--- config.mk ---
export PLATFORM = sky130hd
export DESIGN_NAME = cfg_access_ctrl
export DESIGN_NICKNAME = d
export VERILOG_FILES = /design/src/rtl/cfg_access_pkg.sv /design/src/rtl/sync_2ff.sv /design/src/rtl/cfg_access_ctrl.sv
export SDC_FILE = /design/constraint.sdc
export NUM_CORES = 1
export LEC_CHECK = 0
export CORE_MARGIN = 10
export CORE_UTILIZATION = 25
export CTS_CLUSTER_DIAMETER = 50
export DETAILED_ROUTE_END_ITERATION = 10
export PLACE_DENSITY_LB_ADDON = 0.05
export SYNTH_ARGS = -nofsm -noshare
export SYNTH_HDL_FRONTEND = slang
export SYNTH_SLANG_ARGS = --single-unit
--- constraint.sdc ---
create_clock -name i_clk -period 2.7 [get_ports i_clk]
set_input_delay 0.27 -clock i_clk [delete_from_list [all_inputs] [get_ports i_clk]]
set_output_delay 0.27 -clock i_clk [all_outputs]
set_load 0.02 [all_outputs]
--- src/rtl/cfg_access_pkg.sv ---
// Shared state encodings and width helpers for the configuration access controller.
package cfg_access_pkg;

    // Raw 3-bit state encodings as seen on o_dbg_state
    localparam logic [2:0] ENC_IDLE    = 3'b001;
    localparam logic [2:0] ENC_ACTIVE  = 3'b010;
    localparam logic [2:0] ENC_REQUEST = 3'b011;
    localparam logic [2:0] ENC_STORE   = 3'b100;
    localparam logic [2:0] ENC_TRAP    = 3'b101;
    localparam logic [2:0] ENC_LOCK    = 3'b110;

    typedef enum logic [2:0] {
        StIdle    = ENC_IDLE,
        StActive  = ENC_ACTIVE,
        StRequest = ENC_REQUEST,
        StStore   = ENC_STORE,
        StTrap    = ENC_TRAP,
        StLock    = ENC_LOCK
    } state_e;

    // Bits needed to index n values, never less than one
    function automatic int unsigned cnt_width(input int unsigned n);
        return (n <= 2) ? 1 : $clog2(n);
    endfunction

endpackage

--- src/rtl/sync_2ff.sv ---
// Two-flop synchroniser for signals arriving asynchronously to i_clk.
module sync_2ff #(
    parameter int unsigned WIDTH = 1
) (
    input  logic             i_clk,
    input  logic             i_rst_n,
    input  logic [WIDTH-1:0] i_d,
    output logic [WIDTH-1:0] o_q
);

    logic [WIDTH-1:0] r_meta;
    logic [WIDTH-1:0] r_sync;

    // Metastability filter chain with synchronous clear
    always_ff @(posedge i_clk) begin
        if (!i_rst_n) begin
            r_meta <= '0;
            r_sync <= '0;
        end else begin
            r_meta <= i_d;
            r_sync <= r_meta;
        end
    end

    assign o_q = r_sync;

endmodule

--- src/rtl/cfg_access_ctrl.sv ---
// Password-gated configuration write controller: authenticates the user against the
// system key, then issues a single write pulse carrying the latched word and slot.
module cfg_access_ctrl
    import cfg_access_pkg::*;
#(
    parameter int unsigned CFG_W       = 35,
    parameter int unsigned PASS_W      = 2,
    parameter int unsigned NUM_SLOTS   = 4,
    parameter int unsigned MAX_TRIES   = 3,
    parameter int unsigned TIMEOUT     = 255,
    parameter int unsigned LOCK_CYCLES = 1023,
    localparam int unsigned SLOT_W     = cnt_width(NUM_SLOTS),
    localparam int unsigned FAIL_W     = cnt_width(MAX_TRIES + 1)
) (
    input  logic              i_clk,
    input  logic              i_rst_n,
    input  logic              i_request,
    input  logic              i_confirm,
    input  logic [PASS_W-1:0] i_password,
    input  logic [PASS_W-1:0] i_syskey,
    input  logic [SLOT_W-1:0] i_slot_in,
    input  logic [CFG_W-1:0]  i_configin,
    output logic [CFG_W-1:0]  o_configout,
    output logic [SLOT_W-1:0] o_slot_out,
    output logic              o_write_en,
    output logic [FAIL_W-1:0] o_fail_cnt,
    output logic              o_locked,
    output logic [2:0]        o_dbg_state
);

    localparam int unsigned TMR_W = cnt_width(TIMEOUT + 1);
    localparam int unsigned LCK_W = cnt_width(LOCK_CYCLES + 1);
    // TIMEOUT == 0 wraps here, but w_timeout is gated off in that case
    localparam logic [TMR_W-1:0] TMR_LAST = TMR_W'(TIMEOUT - 1);
    localparam logic [LCK_W-1:0] LCK_LOAD = LCK_W'(LOCK_CYCLES - 1);

    state_e            r_state, w_state_d;
    logic              r_confirm_q;
    logic              w_req_s, w_conf_p;
    logic [TMR_W-1:0]  r_tmr, w_tmr_d;
    logic [LCK_W-1:0]  r_lck, w_lck_d;
    logic [FAIL_W-1:0] r_fail, w_fail_d, w_fail_inc;
    logic [CFG_W-1:0]  r_cfg, w_cfg_d;
    logic [SLOT_W-1:0] r_slot, w_slot_d;
    logic              r_we, r_locked;
    logic              w_pass_ok, w_slot_ok, w_timeout;

    sync_2ff #(
        .WIDTH (1)
    ) u_req_sync (
        .i_clk   (i_clk),
        .i_rst_n (i_rst_n),
        .i_d     (i_request),
        .o_q     (w_req_s)
    );

    assign w_conf_p   = i_confirm & ~r_confirm_q;
    assign w_pass_ok  = (i_password == i_syskey);
    assign w_slot_ok  = (32'(i_slot_in) < NUM_SLOTS);
    assign w_timeout  = (TIMEOUT != 0) && (r_tmr == TMR_LAST);
    assign w_fail_inc = r_fail + 1'b1;

    // Next-state, timer and latched-data decode; request loss beats confirm beats timeout
    always_comb begin
        w_state_d = r_state;
        w_tmr_d   = '0;
        w_lck_d   = '0;
        w_fail_d  = r_fail;
        w_cfg_d   = r_cfg;
        w_slot_d  = r_slot;
        case (r_state)
            StIdle: begin
                if (w_req_s) w_state_d = StActive;
            end
            StActive: begin
                if (!w_req_s) begin
                    w_state_d = StIdle;
                end else if (w_conf_p) begin
                    if (w_pass_ok) begin
                        w_state_d = StRequest;
                        w_fail_d  = '0;
                    end else begin
                        w_fail_d = w_fail_inc;
                        if (w_fail_inc == FAIL_W'(MAX_TRIES)) begin
                            w_state_d = StLock;
                            w_lck_d   = LCK_LOAD;
                        end else begin
                            w_state_d = StTrap;
                        end
                    end
                end else if (w_timeout) begin
                    w_state_d = StIdle;
                end else begin
                    w_tmr_d = r_tmr + 1'b1;
                end
            end
            StRequest: begin
                if (!w_req_s) begin
                    w_state_d = StIdle;
                end else if (w_conf_p) begin
                    if (w_slot_ok) begin
                        w_state_d = StStore;
                        w_cfg_d   = i_configin;
                        w_slot_d  = i_slot_in;
                    end else begin
                        w_state_d = StTrap;
                    end
                end else if (w_timeout) begin
                    w_state_d = StIdle;
                end else begin
                    w_tmr_d = r_tmr + 1'b1;
                end
            end
            StStore: begin
                w_state_d = StIdle;
            end
            StTrap: begin
                if (!w_req_s) w_state_d = StIdle;
            end
            StLock: begin
                if (r_lck == '0) begin
                    w_state_d = StIdle;
                    w_fail_d  = '0;
                end else begin
                    w_lck_d = r_lck - 1'b1;
                end
            end
            default: begin
                w_state_d = StIdle;
            end
        endcase
    end

    // State, timers and registered outputs
    always_ff @(posedge i_clk) begin
        if (!i_rst_n) begin
            r_state     <= StIdle;
            r_confirm_q <= 1'b0;
            r_tmr       <= '0;
            r_lck       <= '0;
            r_fail      <= '0;
            r_cfg       <= '0;
            r_slot      <= '0;
            r_we        <= 1'b0;
            r_locked    <= 1'b0;
        end else begin
            r_state     <= w_state_d;
            r_confirm_q <= i_confirm;
            r_tmr       <= w_tmr_d;
            r_lck       <= w_lck_d;
            r_fail      <= w_fail_d;
            r_cfg       <= w_cfg_d;
            r_slot      <= w_slot_d;
            r_we        <= (w_state_d == StStore);
            r_locked    <= (w_state_d == StLock);
        end
    end

    assign o_configout = r_cfg;
    assign o_slot_out  = r_slot;
    assign o_write_en  = r_we;
    assign o_fail_cnt  = r_fail;
    assign o_locked    = r_locked;
    assign o_dbg_state = r_state;

endmodule
==> results.txt <==
The logs give 0 for the remaining design rule violation count and 0 for the total inserted antenna cells. The die is 122 µm wide. In this run the power density over the cells is 499 nW/µm².

The number of gates resized after CTS was 0. The depth of the CTS H-tree was 3; the clock share of power was 44.0%. The critical path goes through inv_1 -> ha_1 -> or4b_1 -> nor3_1 -> a31oi_1 -> a21oi_1 -> nor2_1.

Port buffering added 88 buffers. Across all layers, the routed design uses 2359 vias. Count of hold-fix buffers inserted at cts: 0.

The sequential-to-total area share from yosys stat is 49.9%, and the final hold slack is 0.441 ns. For the count of final max-slew check failures, the log shows 0. The leading cell type in the layout, fill and taps excluded was sky130_fd_sc_hd__clkdlybuf4s50_1. The latest clock arrival within the worst-skew pair was 0.34 ns; the mean instance size in the synthesized netlist was 8.28 µm². The wire length per cell after detailed routing was 14.3 µm.

The biggest cell delay along the critical path is 0.59 ns. The tools report the proportion of power drawn by flip-flops and latches as 50.4%. The tools report the number of filler cells placed in the layout as 1065. Net switching is 21.7% of the power. Among all flip-flop cells after synthesis, the most frequent one is sky130_fd_sc_hd__dfxtp_1. The cell area that synthesis handed to floorplanning was 2610 µm². The count of cell types in the netlist was 36; the TritonCTS buffer count was 9. The share of async-settable or async-resettable flops after synthesis works out to 0%. The critical path startpoint category was a flip-flop.

At the worst endpoint, the required time is 2.91 ns. On the final layout, the worst clock skew is 0.00371 ns. The sequential cells in the finished layout cover a total of 1300 µm². The share of cells above drive strength 1 was 6.37%; the initial standard-cell utilization of the core was 25.5%.

The highest net fanout along the worst path works out to 6. Setup violations remaining at the end of the flow were counted as 0. The top cell types in the final layout, fill and taps aside, are sky130_fd_sc_hd__clkdlybuf4s50_1, sky130_fd_sc_hd__nand2_1, sky130_fd_sc_hd__dfxtp_1. The net count of the finished layout is 453. The die is 122 µm tall. For this block, the routed nets add up to 7780 µm of wire. The number of nets handed over by synthesis was 364.

Final estimated routing congestion in global placement: 0.739. For this design, the sink count on the clock tree is 65. Data arrives at the worst endpoint at 2.30 ns.

The measured slew at the worst slew-check pin works out to 0.633 ns. The clock-pin slew on the worst setup and hold paths was 0.07 ns. Summed over all failing endpoints, the final setup total negative slack is 0 ns. Of the total power, combinational logic draws 5.6%.

STA classifies the critical path endpoint as a flip-flop. The number of antenna violations at the first check in global routing is 0. The number of top-level design ports is 89, and the clock period minus worst slack is 2.08 ns.

In this run, synthesis inferred 0 flip-flops with an integrated enable. Setup repair after global routing left no endpoint under its margin. In the routed layout, each cell is associated on average with a via count of 4.34.

For this run, the total global-route usage over all layers was measured as 10.6%. The HPWL after detailed placement came out at 5440 µm. TritonCTS built the clock tree. Once detail routing completed, the nets flagged for antenna violations numbered 0.

The path class of the lowest-slack min-delay path is reg -> reg. Across the VDD grid, the largest voltage drop is 0.000166 V. The logs give 10200 µm² for the area of the placeable core and 0.00126 µW for the leakage power figure.

The critical path is of the reg -> reg type. Entering global routing, the biggest net connects 41 pins. The die covers 14900 µm².

After technology mapping, the gate count stands at 315. The area added between synthesis and finish came out at 47.5%. Timing would allow up to 480 MHz. The logs give 0 for the number of post-CTS setup repair buffers and 0 for the number of warnings printed during yosys synthesis. The via count of the first global-routing pass is 2342, and the area of combinational cells with multiple inputs is 1210 µm². In the finished design, the share of the clock period the worst path needs comes to 77.1%. The core utilization of the finished layout came out at 37.6%.

The flow ran to the end, and the final reports show no timing, DRC or antenna violations. The number of failing hold endpoints at the final stage is 0, and the sum of overflow across all layers after global routing is 0. Measured against its own limit, the worst slew margin works out to 57.7%. For the cell internal power dissipation, the log shows 1500 µW.

The synthesized flop and latch total is 65, and the global-route wire length before repair is 12500 µm. The tools report the CTS root buffer as sky130_fd_sc_hd__clkbuf_8. The length of the first detailed-routing pass in iterations was 4; the number of DRC violations after detailed-routing iteration 0 was 131.

Counting along the longest clock path gives a buffer depth of 2. The tools report the reported max-cap violation count as 0. In this run the core area contains 37 standard-cell rows. Summed over all nets, the switching power comes to 417 µW.

The largest individual stage delay along the critical path comes from the cell sky130_fd_sc_hd__or4b_1.
==> worst paths after layout <==
| kind | start | end | slack, ns | depth (start not counted) |
|---|---|---|---|---|
| worst max-delay path | r_lck[0] | o_fail_cnt[1] | 0.62 | 7 |
| worst min-delay path | u_req_sync.r_meta | u_req_sync.o_q | 0.44 | 1 |
| worst max register to register | r_lck[0] | o_fail_cnt[1] | 0.62 | 7 |
| worst min register to register | u_req_sync.r_meta | u_req_sync.o_q | 0.44 | 1 |
==> critical path, delay by kind of cell (launching register included) <==
family          cells  cell delay, ns
simple gates        3            1.05
fa+ha+maj           1            0.19
compound gates      2            0.34
flops               1            0.32
buf+inv             1            0.06
==> per-layer routing <==
| layer | up-vias | wire length [µm] | track usage, % |
|---|---|---|---|
| met5 | - | 0 | 0 |
| li1 | 1233 | - | - |
| met4 | 0 | 122 | 4.20 |
| met3 | 9 | 518 | 3.75 |
| met1 | 1055 | 3730 | 13.6 |
| met2 | 62 | 3410 | 15.9 |
==> sequential cells by signal, indices dropped and copies added (netlist names) <==
name,count
o_locked,1
u_req_sync.r_meta,1
r_lck,10
u_req_sync.o_q,1
o_slot_out,2
o_write_en,1
r_confirm_q,1
o_configout,35
o_fail_cnt,2
r_tmr,8
o_dbg_state,3
==> layout make-up <==
cell class / count / area share, %
Sequential cell: 65 / 33.8
Multi-Input combinational cell: 227 / 31.6
Tap cell: 136 / 4.43
Clock inverter: 3 / 1.04
Clock buffer: 12 / 4.04
Timing Repair Buffer: 94 / 24.4
Inverter: 7 / 0.683
==> through the flow <==
| stage | cell area [µm²] | power [µW] | worst slack, ns | instances |
|---|---|---|---|---|
| finish | 3840 | 1920 | 0.618 | 544 |
| global route | 3840 | 2020 | 0.415 | 544 |
| CTS | 3840 | 1960 | 0.613 | 544 |
| detailed placement | 3650 | 1100 | 0.553 | 529 |
| global placement | 3650 | 1100 | 0.542 | 529 |
| floorplan | 2610 | 1020 | 0.760 | 315 |
==> power groups by stage <==
stage          clock network (µW)  registers (µW)  logic, µW
2_1_floorplan                   0             988       28.5
3_3_place_gp                    0             989        108
3_5_place_dp                    0             989        108
4_1_cts                       881             966        109
5_1_grt                       934             967        117
6_report                      843             967        108
==> cell families (layout without fill, tap and decap cells) <==
| logic type | Yosys count | in the layout | share of synthesized area [%] |
|---|---|---|---|
| AO/OA/AOI/OAI | 66 | 66 | 14.7 |
| XOR/XNOR | 14 | 14 | 4.99 |
| adder cells (fa/ha/maj) | 4 | 4 | 1.92 |
| buffers and inverters | 23 | 116 | 3.55 |
| flip-flops | 65 | 65 | 49.9 |
| multiplexers | 1 | 1 | 0.384 |
| AND/OR/NAND/NOR | 142 | 142 | 24.6 |
==> cells in the mapped netlist (2+ instances only) <==
library cell	count	area, µm²
sky130_fd_sc_hd__nand2b_1	2	12.5
sky130_fd_sc_hd__xnor2_1	5	43.8
sky130_fd_sc_hd__ha_1	4	50.1
sky130_fd_sc_hd__a31oi_1	4	25.0
sky130_fd_sc_hd__nor2_1	18	67.6
sky130_fd_sc_hd__o21ai_0	6	30.0
sky130_fd_sc_hd__nand3_1	10	50.1
sky130_fd_sc_hd__dfxtp_1	65	1300
sky130_fd_sc_hd__nor3b_1	4	30.0
sky130_fd_sc_hd__nor2b_1	4	25.0
sky130_fd_sc_hd__and2_1	3	18.8
sky130_fd_sc_hd__and4_1	2	17.5
sky130_fd_sc_hd__nand4_1	4	25.0
sky130_fd_sc_hd__inv_1	7	26.3
sky130_fd_sc_hd__a21oi_1	47	235
sky130_fd_sc_hd__xor2_1	8	70.1
sky130_fd_sc_hd__nor3_1	3	15.0
sky130_fd_sc_hd__clkbuf_1	11	41.3
sky130_fd_sc_hd__buf_2	5	25.0
sky130_fd_sc_hd__nand2_1	87	327
No activity file was read; power rests on OpenSTA's default activity.
